<file path="src/rtl/event_encoder_8to3.sv">
// event_encoder_8to3: sequential 8-line to 3-bit event encoder.
// Rising edges on request_i are captured into sticky pending bits. Each
// pending event is emitted once as a 3-bit code over a valid/ready handshake.
// The code for line k is {~k[2], k[1], k[0]}, which the matching 3-to-8
// decoder turns back into the one-hot line that raised the event.
//
// Handshake: valid_o/code_o are held stable until the consumer accepts them.
// A transfer happens on any rising clk_i edge where valid_o & ready_i.
// While valid_o=0, ready_i is ignored.
//
// The FSM state is observable on valid_o: IDLE drives 0 and SEND drives 1.
module event_encoder_8to3 #(
    parameter bit HIGH_FIRST = 1'b1  // 1: highest pending index wins, 0: lowest wins
) (
    input  logic       clk_i,
    input  logic       rst_i,
    input  logic [7:0] request_i,
    input  logic       clear_i,
    output logic [2:0] code_o,
    output logic       valid_o,
    input  logic       ready_i,
    output logic [7:0] pending_o,
    output logic       overflow_o
);

    typedef enum logic {
        IDLE = 1'b0,
        SEND = 1'b1
    } state_t;

    state_t     state_q, state_d;
    logic [7:0] req_q;
    logic [7:0] rise;
    logic [7:0] pending_q, pending_d;
    logic [7:0] grant_onehot;
    logic [2:0] sel;
    logic [2:0] code_q, code_d;
    logic       overflow_q, overflow_d;
    logic       take;

    // Edge detect against the previous-cycle request value.
    assign rise = request_i & ~req_q;

    // Arbitration: choose one pending line according to HIGH_FIRST.
    // This uses only the registered pending bits, so a rise is never
    // granted on the same edge that captures it.
    always_comb begin
        sel = 3'd0;
        if (HIGH_FIRST) begin
            for (int i = 0; i < 8; i++) begin
                if (pending_q[i]) sel = 3'(i);
            end
        end else begin
            for (int i = 7; i >= 0; i--) begin
                if (pending_q[i]) sel = 3'(i);
            end
        end
    end

    // A grant happens from IDLE, or from SEND when the held code is accepted.
    assign take         = (pending_q != 8'h00) && ((state_q == IDLE) || ready_i);
    assign grant_onehot = take ? (8'b1 << sel) : 8'h00;

    // Next-state, next-code, pending and overflow update.
    always_comb begin
        state_d = state_q;
        code_d  = code_q;
        if (take) begin
            code_d  = {~sel[2], sel[1:0]};
            state_d = SEND;
        end else if ((state_q == SEND) && ready_i) begin
            state_d = IDLE;
        end

        // A rise on the line granted in this edge is a new event, not a loss.
        if (clear_i) begin
            pending_d  = rise;
            overflow_d = 1'b0;
        end else begin
            pending_d  = (pending_q & ~grant_onehot) | rise;
            overflow_d = overflow_q | (|(rise & pending_q & ~grant_onehot));
        end
    end

    // State, code, pending, overflow and request-history registers.
    always_ff @(posedge clk_i or posedge rst_i) begin
        if (rst_i) begin
            state_q    <= IDLE;
            code_q     <= 3'b000;
            pending_q  <= 8'h00;
            overflow_q <= 1'b0;
            req_q      <= 8'h00;
        end else begin
            state_q    <= state_d;
            code_q     <= code_d;
            pending_q  <= pending_d;
            overflow_q <= overflow_d;
            req_q      <= request_i;
        end
    end

    assign code_o     = code_q;
    assign valid_o    = (state_q == SEND);
    assign pending_o  = pending_q;
    assign overflow_o = overflow_q;

endmodule

</file>
<file path="config.mk">
export PLATFORM = sky130hd
export DESIGN_NAME = event_encoder_8to3
export DESIGN_NICKNAME = d
export VERILOG_FILES = /design/src/rtl/event_encoder_8to3.sv
export SDC_FILE = /design/constraint.sdc
export NUM_CORES = 1
export LEC_CHECK = 0
export BUFFER_PORTS_ARGS = -buffer_cell sky130_fd_sc_hd__buf_2
export CAP_MARGIN = 25
export CORE_MARGIN = 3
export CORE_UTILIZATION = 45
export CTS_CLUSTER_SIZE = 12
export DETAILED_ROUTE_END_ITERATION = 8
export GPL_TIMING_DRIVEN = 1
export PLACE_DENSITY = 0.77
export SLEW_MARGIN = 25
export SYNTH_ARGS = -nofsm -noshare
export SYNTH_HDL_FRONTEND = slang
export SYNTH_SLANG_ARGS = --single-unit
</file>
<file path="constraint.sdc">
create_clock -name clk_i -period 1.6 [get_ports clk_i]
set_clock_uncertainty 0.05 [all_clocks]
set_input_delay 0.32 -clock clk_i [delete_from_list [all_inputs] [get_ports clk_i]]
set_output_delay 0.32 -clock clk_i [all_outputs]
set_load 0.05 [all_outputs]
</file>
* After elaboration in Yosys (flattened, before gate mapping)
Index checks and enable logic that the tools add are counted.
Storage, ports and cells: register bits 21, RAM bits 0, input port bits 12, word-level logic and storage cells 34, memories 0, bits in read-only memories 0, output and inout port bits 13, bits in latches 0
Operators by class: add/subtract/negate cells 0, shift operators 1, bitwise operators 10, reductions and logical operators 6, order comparisons 0, muxes and demuxes 12, equal/unequal tests 0, $mul 0, div/mod/pow operators 0
Operator list (number):
- 8-bit AND | 4
- 8-bit two-way mux | 2
- 8-bit NOT | 2
- 3-bit two-way mux | 4
- 8-bit OR | 1
- 8-bit nonzero test | 1
- 8-bit OR reduction | 1
- 1-bit by 3-bit left shift with 8-bit output (first input constant) | 1
- 1-bit two-way mux | 4
- 2-bit two-way mux | 2
- 1-bit logical AND | 2
- 1-bit NOT | 2
- 2-bit nonzero test | 1
- 1-bit logical OR | 1
- 1-bit OR | 1

* Depth between registers and ports, before layout
Gate-level depths: netlist of the first run.
depth in word-level cells 14, mapped depth 6, depth with buffers taken out 5

* Least setup slack after synthesis of the first run
Ideal clock, no wire load.
path kind reg2reg, from register pending_q[5], in the netlist pending_o[5], to register overflow_q, in the netlist overflow_o, period minus slack after synthesis 1.743 ns, stages on the path, launching flop included 6, data required time 1.412 ns, buffers on the path 0, path slack -0.143 ns, setup time 0.138 ns, data arrival time 1.555 ns, cells stage by stage dfrtp_1 or2_4 nor3_4 a2111oi_1 nor3_1 nand4_1
On the way: longest elaborated chain between the ends 10, elaborated cells between the ends (all ways) 13, classes of those cells 1 x shift; 5 x mux; 4 x bitwise; 3 x reduce/logical
Ends and longest elaborated chain:
- start: declaration | line 34 | logic [7:0] pending_q, pending_d;
- start signal: assignment | line 96 | pending_q <= pending_d;
- 3-bit two-way mux (3 in a row) | line 51 | if (pending_q[i]) sel = 3'(i);
- 1-bit by 3-bit left shift with 8-bit output | line 62 | assign grant_onehot = take ? (8'b1 << sel) : 8'h00;
- 8-bit two-way mux | line 62
- 8-bit NOT | line 81 | overflow_d = overflow_q | (|(rise & pending_q & ~grant_onehot));
- 8-bit AND * | line 81
- 8-bit OR reduction * | line 81
- 1-bit OR * | line 81
- 1-bit two-way mux * | line 76 | if (clear_i) begin
- net overflow_d | line 38 | logic overflow_q, overflow_d;
- end signal: assignment | line 97 | overflow_q <= overflow_d;
- end: declaration | line 38
The timed path passes the listed nets; every way through them passes the cells marked *. A chain may end at the register's enable or synchronous reset.

* Worst setup path after layout of the first run
from register pending_q[4], in the netlist pending_o[4], to register pending_q[0], in the netlist pending_o[0]
On the way: longest elaborated chain between the ends 10, elaborated cells between the ends (all ways) 12, classes of those cells 1 x shift; 6 x mux; 3 x bitwise; 2 x reduce/logical
Ends and longest elaborated chain:
- 3-bit two-way mux (4 in a row) | line 51
- 1-bit by 3-bit left shift with 8-bit output | line 62
- 8-bit two-way mux * | line 62
- 8-bit NOT * | line 80 | pending_d = (pending_q & ~grant_onehot) | rise;
- 8-bit AND * | line 80
- 8-bit OR * | line 80
- 8-bit two-way mux * | line 76
- net pending_d[0] | line 34
Marked as above.

==> results by group, run 1 <==
CTS
  – Worst-skew pair later-pin latency: 310 ps
  – Clock Pin Slew Worst Setup and Hold Paths: 110 ps
  – Number of clock sinks: 21
  – Clock root buffer: clkbuf_4
  – Clock buffer depth: 2
  – Postcts setup bufs: 0
  – CTS tree: built
  – TritonCTS Buffers: 3
  – H-tree levels: 1

Logic synthesis
  – Post-synthesis mux area share: 0%
  – Post-Syn Area per Cell: around 11 sq um
  – Post-Synth XOR/XNOR Area: 0%
  – Compound-Gate Fraction of Synth Area: 17.4%
  – Sequential-to-total area share from yosys stat: 57.2%
  – Simple-gate area share of the yosys netlist: 20.2%
  – Count of cell types in the netlist: 30
  – Synthesized area: between 900 and 1000 sq um
  – Largest family of logic cells by synthesized area: simple AND/OR/NAND/NOR gates
  – #FFs+latches synth: 21
  – Adder-Cell Fraction of Synth Area: 0%
  – Post-Syn Nets: 97
  – Synth Warn #: 0
  – Post-Syn Instances: 85

Floorplanning
  – Chip width: 51.2 um
  – Die Span Y: 51.2 um
  – Site Rows: 15
  – IO Pins: 25
  – Initial core utilization: 50.4%
  – DIE AREA: 2620 sq um
  – Core Region: 1820 sq um

Layout
  – Layout cells sized above 1: ~42%
  – Antenna Cells: 0
  – Finished Layout Cells: between 100 and 150
  – Final Cell Area: 1170 sq um
  – Layout Nets: 132
  – Syn-to-layout area delta: 27.4%

STA
  – Worst Max-Slew Pin Slew: 373 ps
  – Fin crit period: approximately 1600 ps
  – Post-route worst setup slack: ~22 ps
  – Max-Slew Margin vs Limit: 74.8%
  – Hold Violations, Final: 0
  – Fmax: 0.634 GHz
  – RSZ-0062 raised after global routing: true
  – Max-slew violations: 0
  – Final setup viols: 0
  – Crit share post-route: 98.6%

GRT
  – GRT overflow: 0
  – GRT Total Usage: 16.7%
  – Number of global-route vias before repair: 779
  – Initial antenna violation count: 0
  – Largest net degree at the start of global routing: 22
  – First-pass GRT wire length: approximately 3200 um

Setup path
  – Worst reg2reg endpoint: pending_o[0]
  – Worst setup EP type: flip-flop
  – Flop2flop setup slack: 20 ps
  – Type of origin of the critical path: flip-flop
  – Critical R2R Launch: pending_o[4]
  – Crit path DAT: between 1500 and 2000 ps
  – Largest fanout on the critical path: 4
  – Reg2Reg Depth: 5
  – WS Path Type: reg2reg
  – CP Data Required Time: 1740 ps

Detailed routing
  – Routed WL per cell: 12.9 um
  – DRC: 0
  – Final wirelength: 1860 um
  – Iteration count of the initial detailed-routing pass: 4
  – Starting DRC count in detailed routing: 9
  – Total number of vias: 744
  – ANT nets after route: 0
  – Vias per cell: 5.17

Power and ir drop
  – Pwr Total: 1.20 mW
  – Leakage: 0.536 nW
  – Worst vdd ir: 0.647 mV
  – PD cells: 1030 nW/um^2

Min path
  – Hold EP: req_q[6]
  – Min-Delay Path Depth: 1
  – HP Class: in2reg
  – Hold_sp: request_i[6]

Place
  – Port-buffer cells: 24
  – Dpl cell area: 1120 sq um
  – HPWL after DPL: 1390 um
  – Place WS: 21.6 ps
  – Placed cells: ~140
  – Final GP Congestion: 0.765

Status
  – Status: complete, no violations

Flow run
  – # Max-Cap Violations: 0
[synthesized netlist by cell type (all sizes together)]
master | instances | share of area, %
a2111oi | 1 | 1.1
a21oi | 3 | 1.6
a31o | 2 | 1.9
a32o | 1 | 1.1
a32oi | 1 | 0.95
buf | 2 | 1.1
dfrtp | 21 | 57
inv | 10 | 4.1
nand2 | 7 | 3.1
nand2b | 2 | 1.4
nand4 | 3 | 2.0
nor2 | 6 | 2.5
nor2b | 4 | 2.7
nor3 | 2 | 2.3
nor3b | 1 | 0.82
nor4 | 1 | 1.4
nor4b | 1 | 0.95
nor4bb | 1 | 1.1
o211ai | 2 | 1.6
o21ai | 5 | 2.7
o21bai | 1 | 0.82
o22ai | 3 | 2.0
o311ai | 2 | 2.7
o31ai | 1 | 0.82
or2 | 2 | 1.9
[where the power goes]
group	total [mW]	internal (mW)	switching, mW	leakage (nW)
clock network	0.250	0.0934	0.157	0.0177
registers	0.616	0.578	0.0383	0.242
logic	0.333	0.103	0.230	0.276
total	1.20	0.774	0.425	0.536
[cells in the final DEF (no fill, tap or decap)]
cell and n:
buf_2 24, dfrtp_1 15, inv_1 9, buf_4 7, nand2_1 6, nor2_1 6, dfrtp_2 6, nor2b_1 4
o21ai_0 3, o22ai_1 3, nand4_1 3, a21oi_1 3, clkbuf_4 3, or2_4 2, nand2b_1 2, o211ai_1 2
o311ai_2 2, a31o_1 2, o21ai_1 2, nor4_2 1, nor3_4 1, inv_2 1, o21bai_1 1, nand2_2 1
nor4b_1 1, o31ai_2 1, a2111oi_1 1, nor3b_1 1, a32oi_1 1, nor4bb_1 1, nor3_1 1, a32o_1 1
clkinv_2 1, dlygate4sd3_1 1
[state kept, by name (all words and copies together), names as in the netlist]
name	flops
code_o	3
req_q	8
overflow_o	1
pending_o	8
valid_o	1
[routing by layer]
| metal | up-vias | track usage [%] | wire length, um |
|---|---|---|---|
| met4 | 0 | 12.6 | 51 |
| met2 | 17 | 27.7 | 957 |
| met3 | 5 | 3.79 | 79 |
| met5 | - | 0 | 0 |
| met1 | 351 | 18.3 | 773 |
| li1 | 371 | - | - |
[metrics by stage]
stage	setup TNS [ps]	util, %	hold slack (ps)
final	0	64.3	74.2
after global routing	-76.1	64.3	57.5
after CTS	0	63.6	63.8
after detailed placement	0	61.5	313
after global placement	0	61.5	307
after floorplan	-83.1	-	246
[kinds of logic (layout without fill, tap and decap cells)]
group	Yosys count	in the layout
buffers and inverters	12	46
and+or+nand+nor	30	30
DFF	21	21
AOI/OAI and AO/OA	22	22
[how the worst max path moves through the flow]
stage                      start            to  slack, ps  cells past startpoint
floorplan           pending_o[4]    overflow_o        -50                      5
global placement         valid_o    overflow_o         40                      6
detailed placement       valid_o    overflow_o         20                      6
CTS                      valid_o    overflow_o          8                      6
global route        pending_o[4]  pending_o[0]        -50                      5
finish              pending_o[4]  pending_o[0]         20                      5
[final cells by class]
class,count,area (sq um)
multi-input combinational,52,358
tap,25,31.3
inverter,10,37.5
clock inverter,1,5.00
sequential,21,533
clock buffer,3,22.5
timing repair buffer,32,183
fill,154,651
[critical path: stages (launching register included)]
cell and delay (ps):
dfrtp_2 420, or2_4 270, nor3_4 260, nand2_2 120
o311ai_2 250, o21ai_1 90
[what timing repair did]
item	4_1_cts	5_1_grt
hold buffers	1	0
resized for setup	0	2
endpoints found under the setup margin	0	2
hold endpoints to repair	21	0
(Power assumes the default switching activity.)
==> run 2: changes to the inputs <==
--- a/config.mk
+++ b/config.mk
@@ -6,12 +6,12 @@
 export NUM_CORES = 1
 export LEC_CHECK = 0
 export BUFFER_PORTS_ARGS = -buffer_cell sky130_fd_sc_hd__buf_2
-export CAP_MARGIN = 25
+export CAP_MARGIN = 20
 export CORE_MARGIN = 3
 export CORE_UTILIZATION = 45
 export CTS_CLUSTER_SIZE = 12
 export DETAILED_ROUTE_END_ITERATION = 8
-export GPL_TIMING_DRIVEN = 1
+export GPL_TIMING_DRIVEN = 0
 export PLACE_DENSITY = 0.77
 export SLEW_MARGIN = 25
 export SYNTH_ARGS = -nofsm -noshare
==> results by group, run 2 (same netlist as run 1, synthesis figures left out) <==
Layout
  – Finished Layout Cells: 143 (-0.69%)
  – Commonest non-fill, non-tap cell in the layout: buf_2
  – Antenna Cells: 0 (unchanged)
  – Layout cells sized above 1: 43.2% (+1.2 points)
  – Commonest non-fill, non-tap cells in the layout: 25 x buf_2, 15 x dfrtp_1, 9 x inv_1
  – Layout Nets: 131 (-0.76%)
  – Final Cell Area: 1170 sq um (+0.32%)
  – Syn-to-layout area delta: 27.8%

Status
  – Status: finished, violations left
  – Failing checks: negative setup slack

Min path
  – Hold EP: req_q[3]
  – Min-Delay Path Depth: 1 (unchanged)
  – Hold_sp: request_i[3]
  – HP Class: in2reg

Power and ir drop
  – Worst vdd ir: 0.551 mV (-15%)
  – PD cells: 1030 nW/um^2 (+0.15%)
  – Leakage: 0.543 nW (+1.3%)

STA
  – Worst Max-Slew Pin Slew: 756 ps (+383 ps)
  – Post-route worst setup slack: -2.41 ps (-24.9 ps)
  – RSZ-0062 raised after global routing: true
  – Max-Slew Margin vs Limit: 49.6% (-25 points)
  – Max-slew violations: 0 (unchanged)
  – Fmax: 0.624 GHz (-1.6%)
  – Final setup viols: 1 (+1)
  – Hold Violations, Final: 0 (unchanged)
  – Crit share post-route: 100% (+1.6 points)
  – Fin crit period: 1600 ps (+24.9 ps)

GRT
  – Largest net degree at the start of global routing: 22 (unchanged)
  – First-pass GRT wire length: 3020 um (-4.8%)
  – Initial antenna violation count: 0 (unchanged)
  – Number of global-route vias before repair: 687 (-12%)
  – GRT Total Usage: 15.4% (-1.3 points)
  – GRT overflow: 0 (unchanged)

Setup path
  – Family with the most delay on the worst path: simple AND/OR/NAND/NOR gates
  – Worst reg2reg endpoint: overflow_o
  – CP Data Required Time: 1730 ps (about the same)
  – Worst setup EP type: flip-flop
  – Critical path buffers and inverters: 0 (unchanged)
  – Largest stage delay on the critical path: 420 ps (about the same)
  – Critical R2R Launch: pending_o[6]
  – WS Path Type: reg2reg
  – Critical-path cell list: or2_4 > nor3_4 > a2111oi_1 > nor3_1 > nand4_1
  – Slowest CP cell: dfrtp_2
  – Flop2flop setup slack: -2 ps (-20 ps)
  – Largest fanout on the critical path: 5 (+1)
  – Crit path DAT: 1730 ps (about the same)
  – Type of origin of the critical path: flip-flop
  – Reg2Reg Depth: 5 (unchanged)

Place
  – HPWL after DPL: 1340 um (-3.5%)
  – Port-buffer cells: 24 (unchanged)
  – Dpl cell area: 1080 sq um (-3.8%)
  – Placed cells: 134 (-3.6%)
  – Final GP Congestion: 0.745 (-2.6%)

CTS
  – Hold Buf Count CTS: 0 (-1)
  – Number of clock sinks: 21 (unchanged)
  – Clock buffer depth: 2 (unchanged)
  – Clock Pin Slew Worst Setup and Hold Paths: 120 ps (about the same)
  – Clock root buffer: clkbuf_4
  – TritonCTS Buffers: 3 (unchanged)
  – Worst-skew pair later-pin latency: 300 ps (about the same)
  – H-tree levels: 1 (unchanged)
  – CTS tree: built

Floorplanning
  – Initial core utilization: 50.4% (unchanged)
  – DIE AREA: 2620 sq um (unchanged)
  – Site Rows: 15 (unchanged)
  – Chip width: 51.2 um (unchanged)
  – IO Pins: 25 (unchanged)
  – Core Region: 1820 sq um (unchanged)
  – Die Span Y: 51.2 um (unchanged)

Detailed routing
  – ANT nets after route: 0 (unchanged)
  – Iteration count of the initial detailed-routing pass: 4 (unchanged)
  – Vias per cell: 5.29 (+2.3%)
  – Total number of vias: 756 (+1.6%)
  – Routed WL per cell: 13.5 um (+4.6%)
  – Starting DRC count in detailed routing: 14 (+5)
  – Final wirelength: 1930 um (+3.9%)
  – DRC: 0 (unchanged)

Flow run
  – # Max-Cap Violations: 0 (unchanged)
[run 2: cell types whose count changed in the layout (fill, tap and decap cells not counted)]
cell,change
buf_2,+1
buf_4,-1
dlygate4sd3_1,-1
nor2b_1,-1
nor2b_4,+1
nor4_2,-1
nor4_4,+1
[run 2: power breakdown]
| part | leakage [nW] | switching, mW | internal [mW] |
|---|---|---|---|
| clock | 0.0177 | 0.155 | 0.0930 |
| sequential | 0.242 | 0.0385 | 0.578 |
| combinational | 0.283 | 0.237 | 0.105 |
[run 2: cell type report]
| type | instances | area (sq um) |
|---|---|---|
| repair buffers | 30 | 165 |
| clock inverters | 1 | 5.00 |
| inverters | 10 | 37.5 |
| flip-flops and latches | 21 | 533 |
| multi-input cells | 52 | 374 |
| clock buffers | 3 | 22.5 |
| well taps | 25 | 31.3 |
| plain buffers | 1 | 5.00 |
| fillers | 156 | 647 |
[run 2: timing repair]
action                     in CTS  in global routing
buffers inserted                4                  2
pin swaps                       2                  1
setup endpoints to repair       2                  4
gates resized for setup         2                  3
[run 2: stage by stage]
step           hold slack (ps)  power, mW  setup WS, ps  utilization (%)  TNS [ps]
2_1_floorplan              246      0.858         -46.0                -     -83.1
3_3_place_gp               379      0.935         -37.2             59.2     -37.2
3_5_place_dp               391      0.940         -41.0             59.2     -44.3
4_1_cts                   72.3       1.20          11.7             63.0         0
5_1_grt                   62.2       1.27         -86.4             64.5      -163
6_report                  81.0       1.21         -2.41             64.5     -2.41
[run 2: how the worst max path moves through the flow]
| stage | start | end | slack [ps] | cells past startpoint |
|---|---|---|---|---|
| floorplan | pending_o[4] | overflow_o | -50 | 5 |
| global placement | pending_o[4] | overflow_o | -40 | 5 |
| detailed placement | pending_o[4] | overflow_o | -40 | 5 |
| CTS | valid_o | overflow_o | 10 | 6 |
| global route | pending_o[6] | pending_o[0] | -90 | 5 |
| finish | pending_o[6] | overflow_o | -2 | 5 |
[run 2: layer usage]
| metal | track usage, % | vias up | wire, um |
|---|---|---|---|
| met4 | 6.28 | 0 | 34 |
| met2 | 26.4 | 31 | 936 |
| li1 | - | 367 | - |
| met1 | 19.1 | 352 | 866 |
| met3 | 2.62 | 6 | 96 |
| met5 | 0 | - | 0 |
